## src/rtl/pipeline_hazard_ctrl.sv

```systemverilog
// pipeline_hazard_ctrl
// Hazard scheduler for a 5-stage RV32I pipeline. It produces per-stage stall
// and flush enables, EX operand-forwarding selects, a memory-wait FSM with a
// timeout error state, and two saturating performance counters.
// Stage vectors are ordered {F, D, E, M, W}.
module pipeline_hazard_ctrl #(
  parameter int MEM_TIMEOUT = 255,
  parameter int CNT_W       = 32
) (
  input  logic             CPU_CLK,
  input  logic             CPU_RST,
  input  logic [4:0]       Rs1D,
  input  logic [4:0]       Rs2D,
  input  logic [1:0]       RegReadD,
  input  logic [4:0]       Rs1E,
  input  logic [4:0]       Rs2E,
  input  logic [1:0]       RegReadE,
  input  logic [4:0]       RdE,
  input  logic [4:0]       RdM,
  input  logic [4:0]       RdW,
  input  logic [2:0]       RegWriteE,
  input  logic [2:0]       RegWriteM,
  input  logic [2:0]       RegWriteW,
  input  logic             MemToRegE,
  input  logic             BranchE,
  input  logic             JalrE,
  input  logic             JalD,
  input  logic             MemReqM,
  input  logic             MemAckM,
  output logic             StallF,
  output logic             StallD,
  output logic             StallE,
  output logic             StallM,
  output logic             StallW,
  output logic             FlushF,
  output logic             FlushD,
  output logic             FlushE,
  output logic             FlushM,
  output logic             FlushW,
  output logic [1:0]       Forward1E,
  output logic [1:0]       Forward2E,
  output logic             MemErr,
  output logic [CNT_W-1:0] StallCnt,
  output logic [CNT_W-1:0] FlushCnt
);

  typedef enum logic [1:0] {
    ST_RUN  = 2'b00,
    ST_WAIT = 2'b01,
    ST_ERR  = 2'b10
  } state_e;

  localparam logic [15:0]      TMO     = MEM_TIMEOUT[15:0];
  localparam logic [CNT_W-1:0] CNT_MAX = {CNT_W{1'b1}};
  localparam logic [CNT_W-1:0] CNT_ONE = {{(CNT_W-1){1'b0}}, 1'b1};

  state_e           state_q, state_d;
  logic [15:0]      wcnt_q, wcnt_d;
  logic             memerr_q, memerr_d;
  logic [CNT_W-1:0] stall_cnt_q, stall_cnt_d;
  logic [CNT_W-1:0] flush_cnt_q, flush_cnt_d;

  logic             memblk_s, redirect_s, loaduse_s, hold_s;
  logic [4:0]       stall_s, flush_s;

  // Forward select for one EX operand; MEM beats WB, x0 never forwards.
  function automatic logic [1:0] fwd_sel(input logic       use_i,
                                         input logic [4:0] rs_i,
                                         input logic [2:0] wm_i,
                                         input logic [4:0] rdm_i,
                                         input logic [2:0] ww_i,
                                         input logic [4:0] rdw_i);
    logic [1:0] sel;
    if (use_i && (rs_i != 5'd0) && (wm_i != 3'b000) && (rdm_i == rs_i)) begin
      sel = 2'b10;
    end else if (use_i && (rs_i != 5'd0) && (ww_i != 3'b000) && (rdw_i == rs_i)) begin
      sel = 2'b01;
    end else begin
      sel = 2'b00;
    end
    return sel;
  endfunction

  assign memblk_s   = MemReqM & ~MemAckM;
  assign redirect_s = BranchE | JalrE;
  assign loaduse_s  = MemToRegE & (RegWriteE != 3'b000) & (RdE != 5'd0) &
                      ((RegReadD[1] & (Rs1D == RdE)) | (RegReadD[0] & (Rs2D == RdE)));

  // Stall/flush priority: reset, error, memory block, redirect, load-use, jal.
  always_comb begin
    stall_s = 5'b00000;
    flush_s = 5'b00000;
    hold_s  = 1'b0;
    if (CPU_RST) begin
      flush_s = 5'b11111;
    end else if (state_q == ST_ERR) begin
      stall_s = 5'b11111;
    end else begin
      // While waiting, only the ack releases the pipeline.
      if (state_q == ST_WAIT) begin
        hold_s = ~MemAckM;
      end else begin
        hold_s = memblk_s;
      end
      if (hold_s) begin
        stall_s = 5'b11110;
        flush_s = 5'b00001;
      end else if (redirect_s) begin
        flush_s = 5'b01100;
      end else if (loaduse_s) begin
        stall_s = 5'b11000;
        flush_s = 5'b00100;
      end else if (JalD) begin
        flush_s = 5'b01000;
      end else begin
        stall_s = 5'b00000;
        flush_s = 5'b00000;
      end
    end
  end

  // Memory-wait FSM next state, wait counter and sticky error flag.
  always_comb begin
    state_d  = state_q;
    wcnt_d   = wcnt_q;
    memerr_d = memerr_q;
    case (state_q)
      ST_RUN: begin
        if (memblk_s) begin
          state_d = ST_WAIT;
          wcnt_d  = 16'd1;
        end else begin
          state_d = ST_RUN;
        end
      end
      ST_WAIT: begin
        if (MemAckM) begin
          state_d = ST_RUN;
        end else if (wcnt_q == TMO) begin
          state_d  = ST_ERR;
          memerr_d = 1'b1;
        end else begin
          wcnt_d = wcnt_q + 16'd1;
        end
      end
      ST_ERR: begin
        memerr_d = 1'b1;
      end
      default: begin
        state_d = ST_RUN;
      end
    endcase
  end

  // Saturating counters of StallF and FlushD cycles.
  always_comb begin
    stall_cnt_d = stall_cnt_q;
    flush_cnt_d = flush_cnt_q;
    if (stall_s[4] && (stall_cnt_q != CNT_MAX)) begin
      stall_cnt_d = stall_cnt_q + CNT_ONE;
    end else begin
      stall_cnt_d = stall_cnt_q;
    end
    if (flush_s[3] && (flush_cnt_q != CNT_MAX)) begin
      flush_cnt_d = flush_cnt_q + CNT_ONE;
    end else begin
      flush_cnt_d = flush_cnt_q;
    end
  end

  // State register with synchronous reset that aborts any wait or error.
  always_ff @(posedge CPU_CLK) begin
    if (CPU_RST) begin
      state_q     <= ST_RUN;
      wcnt_q      <= 16'd0;
      memerr_q    <= 1'b0;
      stall_cnt_q <= {CNT_W{1'b0}};
      flush_cnt_q <= {CNT_W{1'b0}};
    end else begin
      state_q     <= state_d;
      wcnt_q      <= wcnt_d;
      memerr_q    <= memerr_d;
      stall_cnt_q <= stall_cnt_d;
      flush_cnt_q <= flush_cnt_d;
    end
  end

  assign {StallF, StallD, StallE, StallM, StallW} = stall_s;
  assign {FlushF, FlushD, FlushE, FlushM, FlushW} = flush_s;
  assign Forward1E = CPU_RST ? 2'b00 : fwd_sel(RegReadE[1], Rs1E, RegWriteM, RdM, RegWriteW, RdW);
  assign Forward2E = CPU_RST ? 2'b00 : fwd_sel(RegReadE[0], Rs2E, RegWriteM, RdM, RegWriteW, RdW);
  assign MemErr    = memerr_q & ~CPU_RST;
  assign StallCnt  = stall_cnt_q;
  assign FlushCnt  = flush_cnt_q;

endmodule

```

## config.mk

```make
export PLATFORM = sky130hd
export DESIGN_NAME = pipeline_hazard_ctrl
export DESIGN_NICKNAME = d
export VERILOG_FILES = /design/src/rtl/pipeline_hazard_ctrl.sv
export SDC_FILE = /design/constraint.sdc
export NUM_CORES = 1
export LEC_CHECK = 0
export ABC_AREA = 1
export CORE_MARGIN = 1.5
export CORE_UTILIZATION = 46
export CTS_CLUSTER_SIZE = 14
export DETAILED_ROUTE_END_ITERATION = 8
export PLACE_DENSITY = 0.74
export RECOVER_POWER = 100
export SYNTH_ARGS = -nofsm -noshare
export SYNTH_HDL_FRONTEND = slang
export SYNTH_SLANG_ARGS = --single-unit
```

## constraint.sdc

```tcl
create_clock -name CPU_CLK -period 1.8 [get_ports CPU_CLK]
set_input_delay 0.18 -clock CPU_CLK [delete_from_list [all_inputs] [get_ports CPU_CLK]]
set_output_delay 0.18 -clock CPU_CLK [all_outputs]
set_load 0.005 [all_outputs]
```

Word level (Yosys, flattened, before mapping)
Cells that the tools add are included.
Storage, ports and cells
  flip-flop bits (word level): 83
  output and inout port bits: 79
  word-level logic and storage cells: 91
Operators by class
  $add $sub $neg: 3
  eq/ne operators: 16
  muxes and demuxes: 31
  bitwise gates (word level): 12
  reductions and logical operators: 24
Operators with widths (number)
  32-bit by 1-bit adder with 32-bit output (second input constant): 2
  32-bit != test (second input constant): 2
  16-bit 2-to-1 mux: 3
  16-bit one-hot mux with 2 select lines: 1
  5-bit == test: 6
  5-bit 2-to-1 mux: 6
  4-bit 2-to-1 mux: 5
  16-bit by 1-bit adder with 16-bit output (second input constant): 1
  16-bit by 8-bit == test with 1-bit output (second input constant): 1
  5-bit nonzero test: 3
  1-bit logical AND: 12
  2-bit 2-to-1 mux: 6
  3-bit nonzero test: 3
  1-bit 2-to-1 mux: 8
  1-bit AND: 7
  2-bit != test (second input constant): 3
  2-bit one-hot mux with 3 select lines: 1
  4-bit AND reduction: 1
  2-bit nonzero test: 2
  3-bit by 2-bit != test with 1-bit output (second input constant): 1
  1-bit inverter: 3
  3-bit AND reduction: 1
  2-bit by 1-bit == test with 1-bit output (second input constant): 1
  2-bit == test (second input constant): 1
  5 further kinds: 6

Logic depth before layout (Yosys ltp)
Gate-level depths: netlist of the first run.
  word-level depth: 10
  mapped depth: 13
  mapped depth without buffers: 13

Least setup slack after synthesis of the first run
No wires, ideal clock.
  path kind: reg-to-reg
  start point: reg flush_cnt_q[0], in the netlist FlushCnt[0]
  end point: reg flush_cnt_q[21], in the netlist FlushCnt[21]
  setup time: 132 ps
  arrival time: 1703 ps
  required time: 1668 ps
  slack: -35 ps
  cell stages (with the launch flop): 11
  buffers on the path: 2
  period minus slack after synthesis: 1835 ps
  cell sequence: dfxtp_1 -> ha_1 -> nand2_1 -> nor2_4 -> nand3_4 -> nor2_2 -> nand4_2 -> buf_4 -> buf_4 -> nand4_1 -> a21oi_1
On the way
  word-level cells in the longest chain between the ends: 2
  elaborated cells on any way between the ends: 3
Ends and longest elaborated chain
  start: declaration: line 61  | logic [CNT_W-1:0] flush_cnt_q, flush_cnt_d;
  start signal: assignment: line 178  | flush_cnt_q <= {CNT_W{1'b0}};
  start signal: assignment: line 184  | flush_cnt_q <= flush_cnt_d;
  parallel branches: the longest is 2 deep, another holds 32-bit by 1-bit adder with 32-bit output
Several ways; the timed one is not identified.
A chain may end at the register's enable or synchronous reset.

Worst setup path in the final report of the first run
  start point: in RdW[4]
  end point: out Forward2E[0]
On the way
  word-level cells in the longest chain between the ends: 5
Ends and longest elaborated chain
  start: declaration: line 20  | input logic [4:0] RdW,
  5-bit == test: line 76  | end else if (use_i && (rs_i != 5'd0) && (ww_i != 3'b000) && (rdw_i == rs_i)) begin
  1-bit logical AND: line 76
  1-bit 2-to-1 mux: line 76
  2-bit 2-to-1 mux: line 74  | if (use_i && (rs_i != 5'd0) && (wm_i != 3'b000) && (rdm_i == rs_i)) begin
  2-bit 2-to-1 mux: line 191  | assign Forward2E = CPU_RST ? 2'b00 : fwd_sel(RegReadE[0], Rs2E, RegWriteM, RdM, RegWriteW, RdW);
  end: declaration: line 41  | output logic [1:0] Forward2E,
Every way passes these cells.

==> reports/qor.txt, run 1 <==
Status: complete, no violations
Synth area leaders: dfxtp_1 (28%), nand2_1 (19%), nor2_1 (7.4%)
CP Capture Type: output port
Worst-Margin Slew: 0.6231 ns
Required @ worst endpoint: 1.62 ns
CTS Buf Count: 9
Drt via density: 5.240
Hold WC Path Type: in -> reg
Overflow after GRT: 0
Syn nets: 1,010
DR WL/cell: 14.73 um
Clock transition at path regs: 0.06 ns
Number of max-cap violations: 0
Crit Path Category: in -> out
Worst slew margin: 58.46%
Top Metal Used: met4
WL met2: 9.589 mm
RSZ-0062 raised after global routing: yes
Area share of the largest cell type after synthesis: 28.12%
NumNets Final: 1,228
Leak: 3.655 nW
FF+latch count, synth: 83
Initial antenna violation count: 1
Routed Antenna Nets: 0
Yosys top cell by area: dfxtp_1
Netlist cell types: 41
Pins over their slew limit: 0
DR vias: 7,058
Most common cell in the synthesized netlist: nand2_1
Initial core utilization: 47.02%
Layout Cells excl Fill: 1,347
Clock latency on the worst-skew pair: 0.36 ns
Area grow syn2layout: 49.40%
IO buf count: 134
CTS Root Cell: clkbuf_16
IR drop worst, VDD: 418.8 uV
HPWL after DPL: 14.14 mm
First DRT Iteration DRCs: 537
Worst Clk Skew: 0.01014 ns
GPL Wtd Cong: 0.9329
# H-tree levels: 3
Final critical-path required period: 1.792 ns
Die area: 13,540 um2
CTS max path bufs: 2
Yosys warning count: 0
Top_reg_cell synth: dfxtp_1
First-pass GRT wire length: 30.15 mm
# DRC: 0
WL met3: 1.102 mm
Period utilization: 99.56%
Share of cells above drive strength 1: 18.14%
Die Height: 116.3 um
Critical Path AT: 1.61 ns
Number of global-route vias before repair: 6,382
FMAX: 558.0 MHz
Post-synth top cells: nand2_1 (293), nor2_1 (116), dfxtp_1 (83)
Num rows: 41
Clock sink count: 83
Register area share after synthesis: 28.12%
Setup violators final: 0
WL final: 19.84 mm
Core Box Area: 12,570 um2
DRT met1 WL: 8.558 mm
Placed cells: 1,315
Worst-path maximum fanout: 2
Startpoint class of the critical path: input pin
Drt pass-1 iters: 5
Mapped cell area: 5909 um2
TNS Setup: 0 ns
Cell count after synthesis: 951
Die Wd: 116.3 um
CTS tree: yes
I/O pin count: 135
Number of flops mapped to enable cells by yosys: 0
Final Hold Vio Count: 0
Pwr dens: 524.4 nW/um2
Largest net degree at the start of global routing: 76
Mean post-synth cell area: 6.214 um2
Async S/R FF share, synth: 0%
Total Routing Usage GR: 28.00%
-- worst max-delay path, stage by stage --
cell and delay, ns:
clkdlybuf4s50_1 0.45, inv_1 0.06, a2111oi_2 0.38, nand3_1 0.16
nor3_2 0.13, dlygate4sd2_1 0.25
-- report_power, final --
| group | switching, mW | internal (mW) |
|---|---|---|
| combinational | 0.353 | 0.356 |
| sequential | 0.0175 | 1.85 |
| clock | 0.797 | 1.25 |
| total | 1.17 | 3.46 |
-- sequential cells by signal (all words and copies together) (netlist names) --
name	count
FlushCnt	32
StallCnt	32
wcnt_q	16
state_q	2
memerr_q	1
-- worst paths after layout --
kind                     from           end  slack [ns]  cells past startpoint
hold reg to reg      memerr_q      memerr_q        0.46                      2
hold / removal        CPU_RST   FlushCnt[0]        0.37                      5
setup reg to reg  FlushCnt[1]  FlushCnt[18]        0.03                     10
setup / recovery       RdW[4]  Forward2E[0]       0.008                      6
-- logic make-up after synthesis --
kind of cell    after synthesis  synth area share (%)
flops                        83                 28.12
compound gates               98                 8.660
xor+xnor                     58                 8.596
fa+ha+maj                     3                0.6353
buf+inv                     119                 8.871
simple gates                590                 45.12
-- metal layers --
layer	track usage, %	vias to the layer above
met3	5.760	50
met1	35.14	3257
met5	0	-
met2	47.61	218
li1	-	3533
met4	10.16	0
-- layout by cell type, fill, tap and decap left out, types with 13 or more instances in the layout --
cell and n:
a21oi_1 71, xor2_1 37, dfxtp_1 75, nand3_1 59, clkdlybuf4s50_1 57, xnor2_1 21, clkbuf_16 15, nor3_1 23
nand4_1 42, nor2_2 13, dlygate4sd3_1 50, buf_4 80, nor2_1 105, nand2_1 287, inv_1 73
-- what timing repair did --
item,in CTS,in global routing
cloned,0,7
gates resized for setup,27,98
hold buffers,0,0
buffers inserted,3,5
pin swaps,5,19
setup endpoints to repair,12,91
-- per-stage QoR --
step / hold WS [ns] / worst slack, ns / area (um2) / power, mW / utilization, %
2_1_floorplan: 0.4365 / 0.003236 / 5919 / 2.186 / -
3_3_place_gp: 0.4452 / -0.3565 / 8034 / 2.515 / 63.92
3_5_place_dp: 0.4577 / -0.3690 / 8034 / 2.516 / 63.92
4_1_cts: 0.3403 / -0.09563 / 8388 / 4.539 / 66.74
5_1_grt: 0.3922 / -0.08675 / 8828 / 4.765 / 70.24
6_report: 0.3678 / 0.007906 / 8828 / 4.630 / 70.24
-- layout make-up --
type	count	area, um2
Antenna cell	1	2.502
Clock buffer	10	239.0
Clock inverter	6	88.84
Fill cell	1113	3740
Inverter	83	311.5
Multi-Input combinational cell	749	3980
Sequential cell	83	1672
Tap cell	172	215.2
Timing Repair Buffer	243	2320
Note: power is estimated with default switching activity, not from simulation.
==> run 2: changes to the inputs <==
Settings changed: CORE_UTILIZATION 46 to 30, PLACE_DENSITY 0.74 to 0.51.
==> reports/qor.txt, run 2 (synthesized netlist as in run 1, its figures left out) <==
Hold WS: 0.3659 ns (-0.001860 ns)
Status: complete, no violations
Leak: 3.481 nW (-4.8%)
CTS tree: yes
Final critical-path required period: 1.714 ns (-0.07775 ns)
Worst slew margin: 58.70% (+0.24 points)
# DRC: 0 (unchanged)
Core Box Area: 19,400 um2 (+54%)
GPL Wtd Cong: 0.9289 (-0.43%)
Clock latency on the worst-skew pair: 0.35 ns (about the same)
Hold WC Path Type: in -> reg
Die Height: 143.4 um (+23%)
Most common cell after layout, fill and taps aside: nand2_1
Reg area: 1684 um2 (+0.75%)
End-of-flow core utilization: 45.43% (-25 points)
# H-tree levels: 3 (unchanged)
Layout Cells excl Fill: 1,448 (+7.5%)
Clock sink count: 83 (unchanged)
Largest net degree at the start of global routing: 45 (-41%)
Number of max-cap violations: 0 (unchanged)
Multi-input logic area: 3929 um2 (-1.3%)
IR drop worst, VDD: 456.9 uV (+9.1%)
Overflow after GRT: 0 (unchanged)
WL final: 20.52 mm (+3.4%)
Slowest stage cell, crit path: clkdlybuf4s50_1
CTS Root Cell: clkbuf_16
First DRT Iteration DRCs: 351 (-35%)
Num rows: 51 (+24%)
CP Capture Type: output port
CP peak stage delay: 0.47 ns (+0.02 ns)
Crit Path Category: in -> out
Crit path setup slack, layout: 0.08565 ns (+0.07775 ns)
First-pass GRT wire length: 31.96 mm (+6.0%)
TNS Setup: 0 ns (unchanged)
HPWL after DPL: 15.56 mm (+10%)
Die Wd: 143.4 um (+23%)
IO buf count: 134 (unchanged)
Worst-Margin Slew: 0.6147 ns (-0.008365 ns)
Final Hold Vio Count: 0 (unchanged)
Pwr dens: 479.1 nW/um2 (-8.7%)
Most frequent cells in the layout: nand2_1 (287), nor2_1 (107), buf_4 (106)
Buffers and inverters on the worst path: 3 (unchanged)
DR vias: 6,792 (-3.8%)
FMAX: 583.3 MHz (+4.5%)
Critical Path AT: 1.53 ns (-0.08 ns)
Setup violators final: 0 (unchanged)
Number of global-route vias before repair: 6,239 (-2.2%)
Worst Clk Skew: 0.01257 ns (+0.002427 ns)
Setup WS pre-CTS: -0.4800 ns (-0.1110 ns)
Pins over their slew limit: 0 (unchanged)
Clock transition at path regs: 0.06 ns (about the same)
Worst path cell trace: clkdlybuf4s50_1, nor4_1, nand2_1, nand2_1, buf_4, nor4_1, dlygate4sd2_1
Period utilization: 95.24% (-4.3 points)
Initial antenna violation count: 0 (-1)
Fill cells: 2,070 (+86%)
I/O pin count: 135 (unchanged)
Die area: 20,550 um2 (+52%)
Area grow syn2layout: 49.12%
Drt via density: 4.691 (-10%)
Cell family with most CP delay: buffers and inverters
Placed cells: 1,424 (+8.3%)
Drt pass-1 iters: 5 (unchanged)
NumNets Final: 1,239 (+0.90%)
Total Routing Usage GR: 19.74% (-8.3 points)
Initial core utilization: 30.46% (-17 points)
Required @ worst endpoint: 1.62 ns (about the same)
Worst-path maximum fanout: 3 (+1)
Startpoint class of the critical path: input pin
DR WL/cell: 14.17 um (-3.8%)
Routed Antenna Nets: 0 (unchanged)
Ant diodes: 0 (-1)
Share of cells above drive strength 1: 19.27% (+1.1 points)
CTS max path bufs: 2 (unchanged)
CTS Buf Count: 9 (unchanged)
==> run 2: timing repair <==
action | 4_1_cts | 5_1_grt
setup buffers | 6 | 3
pin swaps | 14 | 19
endpoints found under the hold margin | 0 | 0
resized for setup | 62 | 74
gates cloned | 0 | 1
endpoints found under the setup margin | 23 | 87
hold buffers | 0 | 0
==> run 2: worst min-delay path, delay by kind of cell <==
family	cells	cell delay [ns]
buffers and inverters	2	0.35
and+or+nand+nor	1	0.13
==> run 2: path summary, 6_finish.rpt <==
| kind | end | startpoint | cells past startpoint | slack, ns |
|---|---|---|---|---|
| setup / recovery | Forward2E[1] | Rs2E[1] | 7 | 0.09 |
| hold / removal | state_q[1] | CPU_RST | 3 | 0.37 |
| setup reg to reg | StallCnt[9] | state_q[1] | 12 | 0.09 |
| hold reg to reg | memerr_q | memerr_q | 2 | 0.45 |
==> run 2: per-stage QoR <==
step	power, mW	cell area, um2
6_report	4.222	8812
5_1_grt	4.395	8812
4_1_cts	4.243	8557
3_5_place_dp	2.526	8258
3_3_place_gp	2.526	8258
2_1_floorplan	2.186	5919
==> run 2: cell type report <==
type / instances / area share [%]
Multi-Input combinational cell: 749 / 44.58
Clock buffer: 11 / 2.641
Sequential cell: 83 / 19.11
Inverter: 83 / 3.592
Tap cell: 265 / 3.763
Timing Repair Buffer: 254 / 26.11
Clock inverter: 3 / 0.1988
==> run 2: report_power, final <==
| part | switching, mW | internal [mW] |
|---|---|---|
| clock network | 0.776 | 0.916 |
| registers | 0.0184 | 1.86 |
| logic | 0.337 | 0.317 |
==> run 2: per-layer routing <==
metal / vias up / part of all wire, % / track usage (%)
met5: - / 0 / 0
met4: 0 / 1.7 / 4.941
met3: 21 / 2.9 / 3.299
met2: 123 / 47 / 33.26
met1: 3107 / 48 / 26.20
li1: 3541 / - / -
==> run 3: changes to the inputs <==
Settings changed: SETUP_SLACK_MARGIN set to 0.2.
==> reports/qor.txt, run 3 (synthesized netlist as in run 1, its figures left out) <==
CTS tree: yes
WL final: 21.93 mm (+6.9%)
Logic pwr share: 20.0% (+4.5 points)
NumNets Final: 1,292 (+4.3%)
Hold WC Path Type: in -> reg
Largest net degree at the start of global routing: 71 (+58%)
Drt via density: 4.861 (+3.6%)
Failing checks: negative setup slack
HPWL after DPL: 14.98 mm (-3.7%)
Clock share of power: 39.2% (-0.9 points)
Critical Path AT: 2.17 ns (+0.64 ns)
Final Hold Vio Count: 0 (unchanged)
I/O pin count: 135 (unchanged)
Worst-path maximum fanout: 5 (+2)
Core Box Area: 19,400 um2 (unchanged)
FMAX: 528.3 MHz (-9.4%)
Placed Area: 8330 um2 (+0.88%)
IO buf count: 134 (unchanged)
Number of global-route vias before repair: 6,908 (+11%)
Fill cells: 1,951 (-5.7%)
First DRT Iteration DRCs: 441 (+26%)
R2r startpoint: FlushCnt[1]
Worst-Margin Slew: 0.9935 ns (+0.3787 ns)
Placed cells: 1,423 (-0.070%)
Leak: 4.246 nW (+22%)
Design Area, Final: 10,320 um2 (+17%)
Status: finished with violations
Startpoint class of the critical path: flop
DR vias: 7,306 (+7.6%)
Most frequent cells in the layout: nand2_1 (220), buf_4 (126), nor2_1 (94)
Period utilization: 105.2% (+9.9 points)
CTS Buf Count: 9 (unchanged)
Setup violators final: 16 (+16)
Pins over their slew limit: 0 (unchanged)
Most common cell after layout, fill and taps aside: nand2_1
Ant diodes: 0 (unchanged)
Hold path start: CPU_RST
Number of max-cap violations: 0 (unchanged)
Multi-input logic area: 4706 um2 (+20%)
Register share of total power: 40.9% (-3.5 points)
Critical Path Start: FlushCnt[1]
CTS max path bufs: 2 (unchanged)
# DRC: 0 (unchanged)
Overflow after GRT: 0 (unchanged)
# H-tree levels: 3 (unchanged)
Psw: 1.246 mW (+10%)
CTS Root Cell: clkbuf_16
First-pass GRT wire length: 34.62 mm (+8.3%)
Drt pass-1 iters: 7 (+2)
Total Routing Usage GR: 21.32% (+1.6 points)
Hold WS: 0.4539 ns (+0.08795 ns)
Worst slew margin: 33.77% (-25 points)
Crit path setup slack, layout: -0.09276 ns (-0.1784 ns)
Layout Cells excl Fill: 1,503 (+3.8%)
Pwr dens: 441.3 nW/um2 (-7.9%)
Crit Path Category: reg -> reg
Die Wd: 143.4 um (unchanged)
Share of cells above drive strength 1: 36.67% (+17 points)
Die Height: 143.4 um (unchanged)
Die area: 20,550 um2 (unchanged)
Final Power: 4.553 mW (+7.8%)
Net Sw Frac: 27.37% (+0.55 points)
Reg area: 1723 um2 (+2.3%)
Final critical-path required period: 1.893 ns (+0.1784 ns)
Required @ worst endpoint: 2.07 ns (+0.45 ns)
DR WL/cell: 14.59 um (+3.0%)
Int Pwr: 3.307 mW (+7.0%)
GPL Wtd Cong: 0.8767 (-5.6%)
IR drop worst, VDD: 445.5 uV (-2.5%)
Initial core utilization: 30.46% (unchanged)
Clock latency on the worst-skew pair: 0.35 ns (about the same)
Clock sink count: 83 (unchanged)
Clock transition at path regs: 0.06 ns (about the same)
Area grow syn2layout: 74.59%
CP Capture Type: flop
Num rows: 51 (unchanged)
Worst Clk Skew: 0.008820 ns (-0.003751 ns)
Routed Antenna Nets: 0 (unchanged)
RSZ-0062 raised after global routing: yes
Initial antenna violation count: 0 (unchanged)
[run 3: changes by cell type in the layout (fill, tap and decap cells not counted), sizes merged]
cell and change:
buf +61, clkbuf +6, clkdlybuf4s15 +2, clkdlybuf4s50 -10, clkinv +1, clkinvlp -1, dlygate4sd2 -4, dlygate4sd3 -5
dlymetal6s2s +6, inv -1
[run 3: metrics by stage]
stage                     setup TNS (ns)  setup slack (ns)  utilization (%)
after global routing              -3.996           -0.1756            53.19
after global placement            -18.75           -0.4449            42.94
final                            -0.6186          -0.09276            53.19
after floorplan                        0            0.1326                -
after detailed placement          -21.59           -0.4612            42.94
after CTS                       -0.03935          -0.01061            51.04
[run 3: final timing paths]
kind | end | slack (ns) | depth (start not counted)
setup / recovery | FlushCnt[20] | -0.09 | 13
hold / removal | FlushCnt[0] | 0.45 | 6
setup reg to reg | FlushCnt[20] | -0.09 | 13
hold reg to reg | memerr_q | 0.47 | 2
[run 3: per-layer routing]
| metal | routed length [um] | up-vias | global-route usage (%) |
|---|---|---|---|
| met2 | 10740 | 180 | 37.15 |
| met5 | 0 | - | 0 |
| met1 | 9852 | 3431 | 27.50 |
| met3 | 1010 | 27 | 3.499 |
| met4 | 333 | 0 | 4.941 |
| li1 | - | 3668 | - |
[run 3: critical path, stage by stage (launching register included)]
cell     delay, ns
dfxtp_4       0.36
ha_4          0.15
nand2_4       0.05
nor2_4        0.14
nand3_4       0.10
nor2_4        0.13
nand4_4       0.13
nand4_4       0.15
buf_12        0.12
buf_8         0.10
buf_6         0.10
buf_16        0.11
nand2_2       0.05
a21oi_2       0.12
[run 3: power by group through the flow]
stage | registers, mW | clock network (mW) | logic [mW]
after floorplan | 1.92 | 0 | 0.283
after global placement | 1.91 | 0 | 0.624
after detailed placement | 1.91 | 0 | 0.624
after CTS | 1.86 | 1.84 | 0.831
after global routing | 1.86 | 1.90 | 0.974
final | 1.86 | 1.78 | 0.909
[run 3: cell type report]
type                       count  share of cell area (%)
multi-input combinational    749                   45.61
timing repair buffer         307                   28.63
sequential                    83                   16.70
tap                          265                   3.214
clock buffer                  14                   2.559
inverter                      83                   3.189
clock inverter                 2                 0.09702
[run 3: timing repair]
action	4_1_cts	5_1_grt
setup endpoints to repair	92	95
hold buffers	0	0
gates cloned	8	0
setup buffers	44	12
resized for setup	322	108
pin swaps	76	46
==> RTL change 1, RTL diff (config.mk and constraints of run 2) <==
The parameter `CNT_W` goes from 32 to 24.
--- a/src/rtl/pipeline_hazard_ctrl.sv
+++ b/src/rtl/pipeline_hazard_ctrl.sv
@@ -6,5 +6,5 @@
 module pipeline_hazard_ctrl #(
   parameter int MEM_TIMEOUT = 255,
-  parameter int CNT_W       = 32
+  parameter int CNT_W       = 24
 ) (
   input  logic             CPU_CLK,
Ports: changed (resized FlushCnt and StallCnt); port bits go from 135 to 119. No check against the original RTL was run, so the function may have changed too.
==> RTL change 1 against run 2 <==
Worst hold slack lost 0.049 ns; worst setup slack gained 0.00093 ns; routed wire length shrank 19%; clock skew shrank 0.0039 ns; global-route usage shrank 0.91 points; sequential cell count shrank 16; cell area shrank 15%; power shrank 4.5%; core utilization grew 1.7 points; synthesized area shrank 17%; critical endpoint is now StallCnt[22]; largest cell class unchanged.
==> RTL change 1: results (changes against run 2) <==
[cts]
numCtsBuffers=9  ; unchanged
path_clk_slew_ns=0.06  ; about the same
cts_buffer_depth=2  ; unchanged
htreeDepth=3  ; unchanged
cts-root-buf=clkbuf_16
clock_latency_ns=0.34

[final_layout]
nFillCells=1672  ; -19%
final_cells=1175  ; -19%
syn2layout_area_growth_pct=53.0
antenna_cells=0  ; unchanged
layout.nets=1013  ; -18%
drive_above_1_share_pct=21.8  ; +2.5 points

[placement]
preCtsSetupSlack_ns=-0.436  ; +0.0438 ns
gp_congestion=0.875  ; -5.8%
placed_cell_area_um2=6810  ; -18%
io_buffers=118  ; -12%
dp_hpwl_um=11900  ; -23%
placed_cells=1143  ; -20%

[sta]
hold_ws_ns=0.317  ; -0.0486 ns
fmax_mhz=584  ; about the same
worst_clock_skew_ns=0.00867  ; -0.00390 ns
worst_pin_slew_ns=0.569  ; -0.0453 ns

[grt]
grt_usage_pct=18.8  ; -0.91 points
grt_pass1_vias=5132  ; -18%
grt_overflow=0  ; unchanged
grt_pass1_wl_um=25800  ; -19%
grt_max_degree=49  ; +8.9%

[outcome]
status=completed

[critical_path]
worstSetupStartpoint=StallCnt[1]
arrival_ns=1.91  ; +0.38 ns
worst-r2r-cell-count=9  ; -3
crit_end=StallCnt[22]
path_max_fanout=6  ; +3

[synthesis]
ys_seq_area_share_pct=27.3  ; -0.79 points
synth_warnings=0  ; unchanged
synth_cell_types=37  ; -9.8%
yosys-top-cells-count=nand2_1, nor2_1, dfxtp_1, inv_1, nand3_1
synthesis.nets=819  ; -19%
synthFlopType=dfxtp_1
async_flop_share_pct=0  ; unchanged
avgSynthCellArea_um2=6.46  ; +3.9%
synthTopCellsByArea=dfxtp_1, nand2_1, xor2_1, nand3_1, nor2_1

[routing]
num_vias=5521  ; -19%
drt_iter0_markers=371  ; +5.7%
wl_um=16500  ; -19%

[pwr]
leakage_uw=0.00312  ; -10%
irDropWorstVdd_mv=0.448  ; -1.9%

[worst_hold_path]
hold_path_class=in -> reg
min_to=FlushCnt[1]
whs_path_depth=5  ; +2
min_from=CPU_RST

-- RTL change 1: layout make-up --
cell class / count / area share [%]
repair buffers: 210 / 26.9
multi-input cells: 603 / 44.2
clock inverters: 6 / 1.07
inverters: 63 / 3.15
flip-flops and latches: 67 / 18.0
clock buffers: 10 / 3.05
well taps: 216 / 3.60
-- RTL change 1: worst max-delay path, stage by stage (launching register included) --
cell and delay [ns]:
dfxtp_1 0.33, ha_2 0.19, inv_2 0.06, nor2_4 0.11, nand2_2 0.09, nor3b_4 0.26, nand2_4 0.18, clkbuf_16 0.21
nand3_1 0.08, a21oi_1 0.06
-- RTL change 1: metal layers --
metal,part of all wire (%),GRT usage (%),up-vias
li1,-,-,2885
met4,1.1,4.14,0
met1,47,25.6,2508
met5,0,0,-
met3,3.2,2.97,15
met2,48,31.5,113
-- RTL change 1: timing repair --
action                     CTS  global route
gates cloned                 0             9
setup buffers                7             2
hold endpoints to repair     0             0
setup endpoints to repair   35            69
pin swaps                   15            19
resized for setup           56            62
-- RTL change 1: logic make-up after synthesis --
logic type	synth area share (%)
AND/OR/NAND/NOR	44.2
adder cells (fa/ha/maj)	0.765
AO/OA/AOI/OAI	9.94
buffers and inverters	8.28
flip-flops	27.3
XOR/XNOR	9.46
-- RTL change 1: power breakdown --
part           leakage (uW)  switching, uW  internal [uW]
sequential         0.000545           14.2           1500
clock              0.000156            661           1200
combinational       0.00242            322            327
total               0.00312            998           3030
==> RTL change 2, RTL diff (settings of run 2) <==
Made on the original files. Make the reset (`CPU_RST`) asynchronous in one clocked block. Comments in the files are not updated.
--- a/src/rtl/pipeline_hazard_ctrl.sv
+++ b/src/rtl/pipeline_hazard_ctrl.sv
@@ -170,5 +170,5 @@
 
   // State register with synchronous reset that aborts any wait or error.
-  always_ff @(posedge CPU_CLK) begin
+  always_ff @(posedge CPU_CLK or posedge CPU_RST) begin
     if (CPU_RST) begin
       state_q     <= ST_RUN;
Function: differs if CPU_RST is asserted again (counterexample within 4 cycles, from zero or initial values and one cycle with CPU_RST high); with CPU_RST held inactive, the same outputs for 10 cycles.
==> RTL change 2 against run 2 <==
Worst setup slack got worse by 0.014 ns; via count down 9.1%; routed wire length is 8.8% lower; clock skew down 0.0024 ns; synthesized area fell by 0.40%; power grew 25%; sequential power grew 12%; sequential cell count unchanged; cell area hardly changed; die area is 0.40% lower; critical path depth decreased by 1; core utilization is 0.11 points higher.
==> RTL change 2: results (changes against run 2) <==
[routing]
wl_um=18700  ; -8.8%
first_pass_iters=4  ; -1
drt_iter0_markers=258  ; -26%
via_per_inst=4.53  ; -3.4%

[placement]
preCtsSetupSlack_ns=-0.340  ; +0.140 ns
placed_cell_area_um2=8080  ; -2.1%
dp_hpwl_um=14000  ; -9.8%
placed_cells=1331  ; -6.5%
gp_congestion=0.886  ; -4.6%

[critical_path]
timing.rr.end=wcnt_q[5]
timing.rr.start=wcnt_q[1]
worst-r2r-cell-count=10  ; -2

[outcome]
status=completed

[synthesis]
yosys-top-cells-count=nand2_1, nor2_1, dfrtp_1, inv_1, nand3_1
synth_cell_types=38  ; -7.3%
synthesis.nets=933  ; -7.6%
synthTopCellsByArea=dfrtp_1, nand2_1, xor2_1, nor2_1, nand3_1
synthFlopType=dfrtp_1
async_flop_share_pct=100  ; +100 points
synthCells=874  ; -8.1%
ys_seq_area_share_pct=35.3  ; +7.2 points

[sta]
worst_clock_skew_ns=0.0102  ; -0.00235 ns
hold_ws_ns=0.449  ; +0.0827 ns
worst_pin_slew_ns=1.10  ; +0.486 ns

[cts]
ctsResizeCount=41  ; -34%
htreeDepth=3  ; unchanged

[final_layout]
layout.nets=1152  ; -7.0%
drive_above_1_share_pct=17.1  ; -2.1 points

[worst_hold_path]
hold_path_class=reg -> reg
min_from=memerr_q
min_to=memerr_q
whs_path_depth=2  ; -1

[pwr]
p_comb_uw=1150  ; +76%
p_switching_uw=1430  ; +26%
leakage_uw=0.00435  ; +25%
clkPwrFrac_pct=38.4  ; -1.7 points
intPower_uw=3840  ; +24%
irDropWorstVdd_mv=0.441  ; -3.5%

[grt]
grt_pass1_wl_um=29200  ; -8.5%
grt_max_degree=84  ; +87%
grt_pass1_vias=5850  ; -6.2%
grt_usage_pct=18.1  ; -1.7 points

==> RTL change 2: changes by cell type in the layout (fill, tap and decap cells not counted), moves of 35 or more <==
| cell | delta |
|---|---|
| a21oi_1 | -74 |
| dfxtp_1 | -65 |
| dfrtp_1 | +76 |
| dlygate4sd3_1 | +43 |
| nand2_1 | +48 |
| clkdlybuf4s50_1 | -35 |
==> RTL change 2: routing by layer <==
layer  vias up  track usage [%]  share of wire [%]
met5         -                0                  0
met4         0             6.84                2.3
met3        29             2.75                3.3
met2       117             29.6                 47
met1      2834             23.9                 47
li1       3194                -                  -
==> RTL change 2: how the worst max path moves through the flow <==
stage | startpoint | to | slack (ns) | cells after the start
detailed placement | CPU_RST | Forward1E[0] | -0.34 | 7
finish | state_q[0] | StallM | 0.07 | 6
floorplan | CPU_RST | StallF | -0.60 | 8
CTS | state_q[1] | StallD | -0.02 | 7
global route | wcnt_q[1] | wcnt_q[3] | -0.02 | 11
global placement | CPU_RST | Forward1E[0] | -0.33 | 7
==> RTL change 2: area by class of cell <==
type | instances | area [um2]
Clock inverter | 4 | 75.1
Multi-Input combinational cell | 694 | 3670
Timing Repair Buffer | 226 | 2100
Inverter | 79 | 300
Clock buffer | 11 | 243
Tap cell | 265 | 332
Sequential cell | 83 | 2090
Fill cell | 1987 | 10500
==> RTL change 2: cell families after synthesis <==
logic type	Yosys count	synth area share (%)
AO/OA/AOI/OAI	36	3.70
XOR/XNOR	75	11.2
adder cells (fa/ha/maj)	3	0.638
buffers and inverters	99	7.55
flip-flops	83	35.3
AND/OR/NAND/NOR	578	41.7
==> RTL change 2: critical path: stages, from the launching register on <==
cell and delay (ns):
dfrtp_1 0.40, nand2_2 0.11, a21oi_4 0.07, o21ai_4 0.19, inv_2 0.05, buf_4 0.13
dlygate4sd2_1 0.25
